`config.mk`:
```
export PLATFORM = sky130hd
export DESIGN_NAME = rv_gpio
export DESIGN_NICKNAME = d
export VERILOG_FILES = /design/src/rtl/rv_gpio.sv
export SDC_FILE = /design/constraint.sdc
export NUM_CORES = 1
export LEC_CHECK = 0
export BUFFER_PORTS_ARGS = -buffer_cell sky130_fd_sc_hd__buf_2
export CORE_ASPECT_RATIO = 0.9
export CORE_MARGIN = 2
export CORE_UTILIZATION = 23
export CTS_CLUSTER_DIAMETER = 80
export DETAILED_ROUTE_END_ITERATION = 8
export PLACE_DENSITY = 0.5
export SYNTH_ARGS = -nofsm -noshare
export SYNTH_HDL_FRONTEND = slang
export SYNTH_SLANG_ARGS = --single-unit
```
`constraint.sdc`:
```
create_clock -name clk -period 1.2 [get_ports clk]
set_input_delay 0.18 -clock clk [delete_from_list [all_inputs] [get_ports clk]]
set_output_delay 0.18 -clock clk [all_outputs]
set_load 0.02 [all_outputs]
```
`src/rtl/rv_gpio.sv`:
```
// rv_gpio: WIDTH-bit GPIO with direction control, atomic set/clear, synchronised inputs and registered reads.
// Define RV_GPIO_IRQ_EN to build IEN/IPOL/ISTAT, the per-bit edge detector and irq; otherwise irq is 0.

module rv_gpio #(
   parameter int unsigned      WIDTH       = 8,
   parameter int unsigned      SYNC_STAGES = 2,
   parameter logic [WIDTH-1:0] POUT_RST    = '0
) (
   input  logic             clk,
   input  logic             xreset,
   input  logic [4:0]       adr,
   input  logic             cs,
   input  logic [3:0]       we,
   input  logic             re,
   input  logic [31:0]      dw,
   output logic [31:0]      dr,
   input  logic [WIDTH-1:0] pin,
   output logic [WIDTH-1:0] pout,
   output logic [WIDTH-1:0] poe,
   output logic             irq
);

   typedef enum logic [2:0] {
      REG_DOUT  = 3'd0,
      REG_DIN   = 3'd1,
      REG_DIR   = 3'd2,
      REG_SET   = 3'd3,
      REG_CLR   = 3'd4,
      REG_IEN   = 3'd5,
      REG_IPOL  = 3'd6,
      REG_ISTAT = 3'd7
   } reg_e;

   reg_e                               sel;
   logic                               wr_en;
   logic                               rd_en;
   logic [31:0]                        wmask;
   logic [WIDTH-1:0]                   wbits;
   logic [WIDTH-1:0]                   wkeep;
   logic                               unused_adr;

   logic [SYNC_STAGES-1:0][WIDTH-1:0] sync_q;
   logic [WIDTH-1:0]                   s;
   logic [WIDTH-1:0]                   dout_q, dout_d;
   logic [WIDTH-1:0]                   dir_q, dir_d;
   logic [31:0]                        rdata;
   logic [31:0]                        dr_q, dr_d;

   assign sel        = reg_e'(adr[4:2]);
   assign wr_en      = cs && (we != 4'd0);
   assign rd_en      = cs && re;
   assign wmask      = {{8{we[3]}}, {8{we[2]}}, {8{we[1]}}, {8{we[0]}}};
   // Bits above WIDTH fall away here, so they can never reach a register.
   assign wbits      = WIDTH'(dw & wmask);
   assign wkeep      = ~WIDTH'(wmask);
   assign unused_adr = ^adr[1:0];
   assign s          = sync_q[SYNC_STAGES-1];

   always_comb begin
      // NOTE: every always_comb output gets a default first, so no path can infer a latch.
      dout_d = dout_q;
      dir_d  = dir_q;
      if (wr_en) begin
         case (sel)
            REG_DOUT: dout_d = (dout_q & wkeep) | wbits;
            REG_SET:  dout_d = dout_q | wbits;
            REG_CLR:  dout_d = dout_q & ~wbits;
            REG_DIR:  dir_d  = (dir_q & wkeep) | wbits;
            default:  ;
         endcase
      end
   end

`ifdef RV_GPIO_IRQ_EN
   logic [WIDTH-1:0] ien_q, ien_d;
   logic [WIDTH-1:0] ipol_q, ipol_d;
   logic [WIDTH-1:0] istat_q, istat_d;
   logic [WIDTH-1:0] sd_q;
   logic [WIDTH-1:0] ev;
   logic             irq_q;

   assign ev = (ipol_q & ~s & sd_q) | (~ipol_q & s & ~sd_q);

   always_comb begin
      ien_d   = ien_q;
      ipol_d  = ipol_q;
      istat_d = istat_q;
      if (wr_en) begin
         case (sel)
            REG_IEN:   ien_d   = (ien_q & wkeep) | wbits;
            REG_IPOL:  ipol_d  = (ipol_q & wkeep) | wbits;
            REG_ISTAT: istat_d = istat_q & ~wbits;
            default:   ;
         endcase
      end
      // A new event outranks a same-cycle W1C of the same bit.
      istat_d = istat_d | ev;
   end

   always_ff @(posedge clk or negedge xreset) begin
      if (!xreset) begin
         ien_q   <= '0;
         ipol_q  <= '0;
         istat_q <= '0;
         sd_q    <= '0;
         irq_q   <= 1'b0;
      end else begin
         ien_q   <= ien_d;
         ipol_q  <= ipol_d;
         istat_q <= istat_d;
         sd_q    <= s;
         irq_q   <= |(istat_q & ien_q);
      end
   end

   assign irq = irq_q;
`else
   assign irq = 1'b0;
`endif

   always_comb begin
      rdata = '0;
      case (sel)
         REG_DOUT:  rdata = 32'(dout_q);
         REG_DIN:   rdata = 32'(s);
         REG_DIR:   rdata = 32'(dir_q);
`ifdef RV_GPIO_IRQ_EN
         REG_IEN:   rdata = 32'(ien_q);
         REG_IPOL:  rdata = 32'(ipol_q);
         REG_ISTAT: rdata = 32'(istat_q);
`endif
         default:   rdata = '0;
      endcase
   end

   // Captures pre-write state, so a read and write of one register returns the old value.
   assign dr_d = rd_en ? rdata : 32'd0;

   always_ff @(posedge clk or negedge xreset) begin
      if (!xreset) begin
         sync_q <= '0;
         dout_q <= POUT_RST;
         dir_q  <= '0;
         dr_q   <= '0;
      end else begin
         // NOTE: non-blocking assignments let every flop sample pre-edge values, which the chain relies on.
         sync_q <= {sync_q[SYNC_STAGES-2:0], pin};
         dout_q <= dout_d;
         dir_q  <= dir_d;
         dr_q   <= dr_d;
      end
   end

   assign dr   = dr_q;
   assign pout = dout_q;
   assign poe  = dir_q;

endmodule

```
==> flow_summary_export.csv, run 1 <==
group,metric,value,unit
route,wl_per_cell,12.2,um
floorplan,fp.dieH,86.6,um
clocking,cts_resized,0,
layout,diodes,0,
floorplan,io_pins,102,
global_routing,grt_overflow_total,0,
layout,syn_to_final_growth,33.1,%
layout,nNetsFinal,270,
worst_setup_path,worst_setup_path_start_kind,"flip-flop",
worst_setup_path,crit_family,"flip-flops",
power,p_switching,1010,uW
min_path,hold_class,"in2reg",
timing,setup_slack,0.137,ns
logic_synthesis,ys_ff_latch,40,
route,drc,0,
min_path,hold_start,"dw[1]",
route,viasPerCell,3.96,
place,gp_congestion,0.786,
logic_synthesis,syn_area_per_cell,12.2,um^2
power,power.total,3500,uW
worst_setup_path,crit_buf_inv,1,
route,vias,1243,
clocking,cts_tree,"built",
worst_setup_path,crit_path_max_fanout,3,
logic_synthesis,synth-main-ff-cell,"dfrtp_1",
timing,rsz0062_at_grt,"no",
route,first_pass_iters,4,
power,power.internal,2490,uW
timing,setup_viol,0,
timing,finalMaxSlewViolations,0,
layout,nFillCells,776,
worst_setup_path,crit_path_cell_trace,"buf_2",
logic_synthesis,syn_area,0.00174,mm^2
timing,finClkSkew,0.00562,ns
timing,max_freq,0.941,GHz
clocking,postCtsSetupBuffers,0,
layout,postLayoutCoreUtil,31.2,%
logic_synthesis,yosysTopAreaCellShare,57.5,%
worst_setup_path,worst_setup_path_end_kind,"primary output",
route,routed_wl,3.84,mm
logic_synthesis,async_flop_share,100,%
worst_setup_path,rr_startpoint,"pout[0]",
global_routing,grt_pass1_wl,6.22,mm
logic_synthesis,synth_cells,143,
timing,min_period_over_period,88.6,%
logic_synthesis,ys_types,21,
timing,setup_tns,0,ns
clocking,clk_latency,0.29,ns
clocking,hold_buffers,9,
run,maxCapViolCount,0,
logic_synthesis,seq_area_frac_synth,57.5,%
logic_synthesis,yosysWarningCount,0,
worst_setup_path,cp_slowest_cell,"dfrtp_1",
logic_synthesis,synth_top_cell_by_area,"dfrtp_1",
global_routing,grt_start_max_net_pins,41,
logic_synthesis,synth_edf_count,0,
place,hpwl,2.82,mm
floorplan,fp.coreArea,0.00743,mm^2
floorplan,fp.dieArea,0.00829,mm^2
route,antenna_left,0,
power,peakVddDrop,674,uV
worst_setup_path,critPathKind,"reg2out",
layout,drive_above_1_share,41.3,%
global_routing,antenna_found_initial,0,
clocking,cts_root_buffer,"clkbuf_8",
status,status,"finished, final reports clean",
power,switching_share,28.9,%
timing,period_minus_slack,1.06,ns
floorplan,rows,30,
logic_synthesis,synth_area_leaders,"dfrtp_1, buf_4, mux2_2, nand2_1, a22o_1",
timing,hold_ws,0.135,ns
route,drt_iter0_markers,40,
clocking,clk_pin_slew,0.08,ns
power,power_leakage,0.00113,uW
floorplan,initial_core_util,23.4,%
timing,finalHoldViolations,0,
clocking,ctsHtreeMaxLevel,2,
power,p_seq_share,45.3,%
layout,mostFrequentLayoutCell,"buf_2",
worst_setup_path,cp.arrival,0.88,ns
power,p_per_area,1510,mW/mm^2
clocking,clock-sinks,40,
power,clockPowerShare,33.1,%
clocking,clock_path_buffers,2,
worst_setup_path,worstPathRequired,1.02,ns
worst_setup_path,crit_path_start,"pout[0]",
power,combinationalPowerShare,21.6,%
global_routing,grt.total_usage,10.1,%
layout,layout_common_cells,"buf_2, dfrtp_1, conb_1",
global_routing,grt_pass1_vias,1185,
floorplan,die_w,95.7,um
worst_setup_path,critPathMaxStageDelay,0.42,ns
place,io_buffer_count,47,
place,post-place-ws,-0.0879,ns
clocking,cts-buffers-inserted,5,
[power by group through the flow]
stage	registers, uW	logic [uW]	clock network [uW]
2_1_floorplan	1750	355	0
3_3_place_gp	1610	735	0
3_5_place_dp	1610	745	0
4_1_cts	1590	769	1200
5_1_grt	1620	819	1260
6_report	1590	756	1160
[cells in the mapped netlist, drive strengths merged, types with 2 or more instances]
| cell type | count |
|---|---|
| nand2 | 18 |
| mux2 | 16 |
| o221ai | 2 |
| a21oi | 10 |
| buf | 27 |
| dfrtp | 40 |
| nor2b | 4 |
| a22o | 6 |
| inv | 3 |
| o21ai | 8 |
[layer usage]
metal,GRT usage [%],share of wire (%),up-vias
li1,-,-,590
met3,3.13,6.4,0
met1,14.5,47,604
met4,2.34,0,0
met2,14.7,47,49
met5,0,0,-
[cell type report]
class / count / area [um^2] / area share (%)
Sequential cell: 40 / 1000 / 43.2
Multi-Input combinational cell: 96 / 618 / 26.7
Timing Repair Buffer: 70 / 443 / 19.1
Tap cell: 96 / 120 / 5.18
Clock buffer: 6 / 82.6 / 3.56
Clock inverter: 2 / 38.8 / 1.67
Inverter: 4 / 15.0 / 0.648
[worst paths after layout]
check / to / cells after the start / slack [ns]
worst max-delay path: pout[0] / 1 / 0.14
worst min-delay path: pout[1] / 2 / 0.14
worst max register to register: dr[0] / 3 / 0.25
worst min register to register: s[1] / 0 / 0.35
max in group asynchronous: pout[5] / 3 / 0.60
min in group asynchronous: async pin / 3 / 0.39
[per-stage QoR]
step | std cells | cell area (um^2)
after floorplan | 167 | 1830
after global placement | 297 | 2110
after detailed placement | 297 | 2110
after CTS | 314 | 2320
after global routing | 314 | 2320
final | 314 | 2320
[cell families (layout without fill, tap and decap cells)]
group | after synthesis | after routing | share of synthesized area [%]
buffers and inverters | 31 | 82 | 12.2
flip-flops | 40 | 40 | 57.5
AO/OA/AOI/OAI | 26 | 26 | 9.20
multiplexers | 16 | 16 | 10.3
other | 1 | 25 | 0.215
AND/OR/NAND/NOR | 29 | 29 | 10.6
(Power assumes the default switching activity.)
==> inputs of run 2 (changes only) <==
--- a/config.mk
+++ b/config.mk
@@ -11,4 +11,5 @@
 export CORE_UTILIZATION = 23
 export CTS_CLUSTER_DIAMETER = 80
+export CTS_CLUSTER_SIZE = 24
 export DETAILED_ROUTE_END_ITERATION = 8
 export PLACE_DENSITY = 0.5
==> constraint.sdc (replaced) <==
create_clock -name clk -period 1.2 [get_ports clk]
set_input_delay 0.24 -clock clk [delete_from_list [all_inputs] [get_ports clk]]
set_output_delay 0.24 -clock clk [all_outputs]
set_load 0.02 [all_outputs]
==> flow_summary_export.csv, run 2 (synthesis results as in run 1) <==
group,metric,value,unit
layout,diodes,0,
timing,setup_viol,0,
route,routed_wl,3.84,mm
place,io_buffer_count,47,
floorplan,die_w,95.7,um
worst_setup_path,r2r-end,"dr[4]",
worst_setup_path,critPathKind,"reg2out",
worst_setup_path,worst_setup_path_start_kind,"flip-flop",
run,maxCapViolCount,0,
floorplan,initial_core_util,23.4,%
worst_setup_path,crit_path_cell_trace,"buf_2",
timing,finalHoldViolations,0,
global_routing,grt_overflow_total,0,
place,post-place-ws,-0.176,ns
worst_setup_path,crit_family,"flip-flops",
global_routing,grt_start_max_net_pins,41,
power,power_leakage,0.00109,uW
global_routing,grt_pass1_vias,1201,
global_routing,grt.total_usage,10.2,%
global_routing,grt_pass1_wl,6.29,mm
floorplan,rows,30,
route,vias,1198,
worst_setup_path,crit_path_max_fanout,3,
timing,hold_ws,0.0476,ns
layout,layout_common_cells,"buf_2, dfrtp_1, conb_1",
floorplan,fp.dieH,86.6,um
clocking,postCtsSetupBuffers,0,
power,p_per_area,1470,mW/mm^2
place,gp_congestion,0.779,
power,peakVddDrop,475,uV
timing,finalMaxSlewViolations,0,
clocking,clock_path_buffers,2,
clocking,cts_tree,"built",
clocking,clk_pin_slew,0.08,ns
worst_setup_path,reg2reg_depth,3,
timing,period_minus_slack,1.12,ns
worst_setup_path,path_depth,1,
worst_setup_path,cp.arrival,0.88,ns
clocking,cts_root_buffer,"clkbuf_8",
clocking,clk_latency,0.29,ns
min_path,hold_class,"in2reg",
timing,setup_tns,0,ns
worst_setup_path,worstPathRequired,0.96,ns
global_routing,antenna_found_initial,0,
route,drt_iter0_markers,34,
clocking,hold_buffers,1,
timing,setup_slack,0.0791,ns
clocking,cts-buffers-inserted,5,
floorplan,io_pins,102,
floorplan,fp.dieArea,0.00829,mm^2
worst_setup_path,critPathMaxStageDelay,0.41,ns
worst_setup_path,cp_slowest_cell,"dfrtp_1",
clocking,ctsHtreeMaxLevel,2,
floorplan,fp.coreArea,0.00743,mm^2
timing,min_period_over_period,93.4,%
layout,mostFrequentLayoutCell,"buf_2",
timing,rsz0062_at_grt,"no",
worst_setup_path,r2r_setup_slack,0.26,ns
route,drc,0,
status,status,"finished, final reports clean",
route,first_pass_iters,4,
timing,finClkSkew,0.00625,ns
worst_setup_path,crit_buf_inv,1,
layout,postLayoutCoreUtil,29.8,%
layout,syn_to_final_growth,27.4,%
timing,max_freq,0.892,GHz
layout,drive_above_1_share,42.7,%
worst_setup_path,crit_path_start,"pout[0]",
worst_setup_path,worst_setup_path_end_kind,"primary output",
layout,nNetsFinal,263,
worst_setup_path,worstSetupEndpoint,"pout[0]",
route,antenna_left,0,
min_path,whs_path_depth,1,
route,viasPerCell,3.90,
clocking,clock-sinks,40,
clocking,cts_resized,0,
place,hpwl,2.86,mm
route,wl_per_cell,12.5,um
## run 2: changes by cell type in the layout (fill, tap and decap cells not counted), sizes merged
cell,previous run,this run
clkbuf,6,7
bufinv,1,0
dlygate4sd3,9,1
clkinvlp,0,1
clkinv,2,1
buf,61,62
## run 2: cell type report
| class | instances | area (um^2) |
|---|---|---|
| clock buffers | 7 | 86.3 |
| clock inverters | 1 | 7.51 |
| fillers | 797 | 5210 |
| inverters | 4 | 15.0 |
| multi-input cells | 96 | 618 |
| flip-flops and latches | 40 | 1000 |
| well taps | 96 | 120 |
| repair buffers | 63 | 370 |
## run 2: worst min path at each step
stage,to,startpoint,slack [ns]
final,sync_q[3],pin[3],0.05
after global placement,pout[6],xreset,0.23
after global routing,sync_q[3],pin[3],0.03
after floorplan,async pin,xreset,-0.06
after CTS,sync_q[3],pin[3],0.04
after detailed placement,async pin,xreset,0.23
## run 2: report_power, final
group	switching [uW]	internal, uW	leakage (uW)
registers	94.8	1490	0.000487
clock network	465	467	0.0000445
logic	437	297	0.000554
## run 2: per-stage QoR
step / total power (uW) / instances / area, um^2
CTS: 3320 / 307 / 2220
detailed placement: 2360 / 298 / 2110
floorplan: 2100 / 167 / 1830
finish: 3260 / 307 / 2220
global placement: 2350 / 298 / 2110
global route: 3440 / 307 / 2220
## run 2: routing by layer
metal  wire [um]  up-vias  GRT usage [%]
met4          30        0           3.51
met1        1710      576           13.9
met2        1820       44           15.2
met5           0        -              0
li1            -      575              -
met3         287        3           3.39
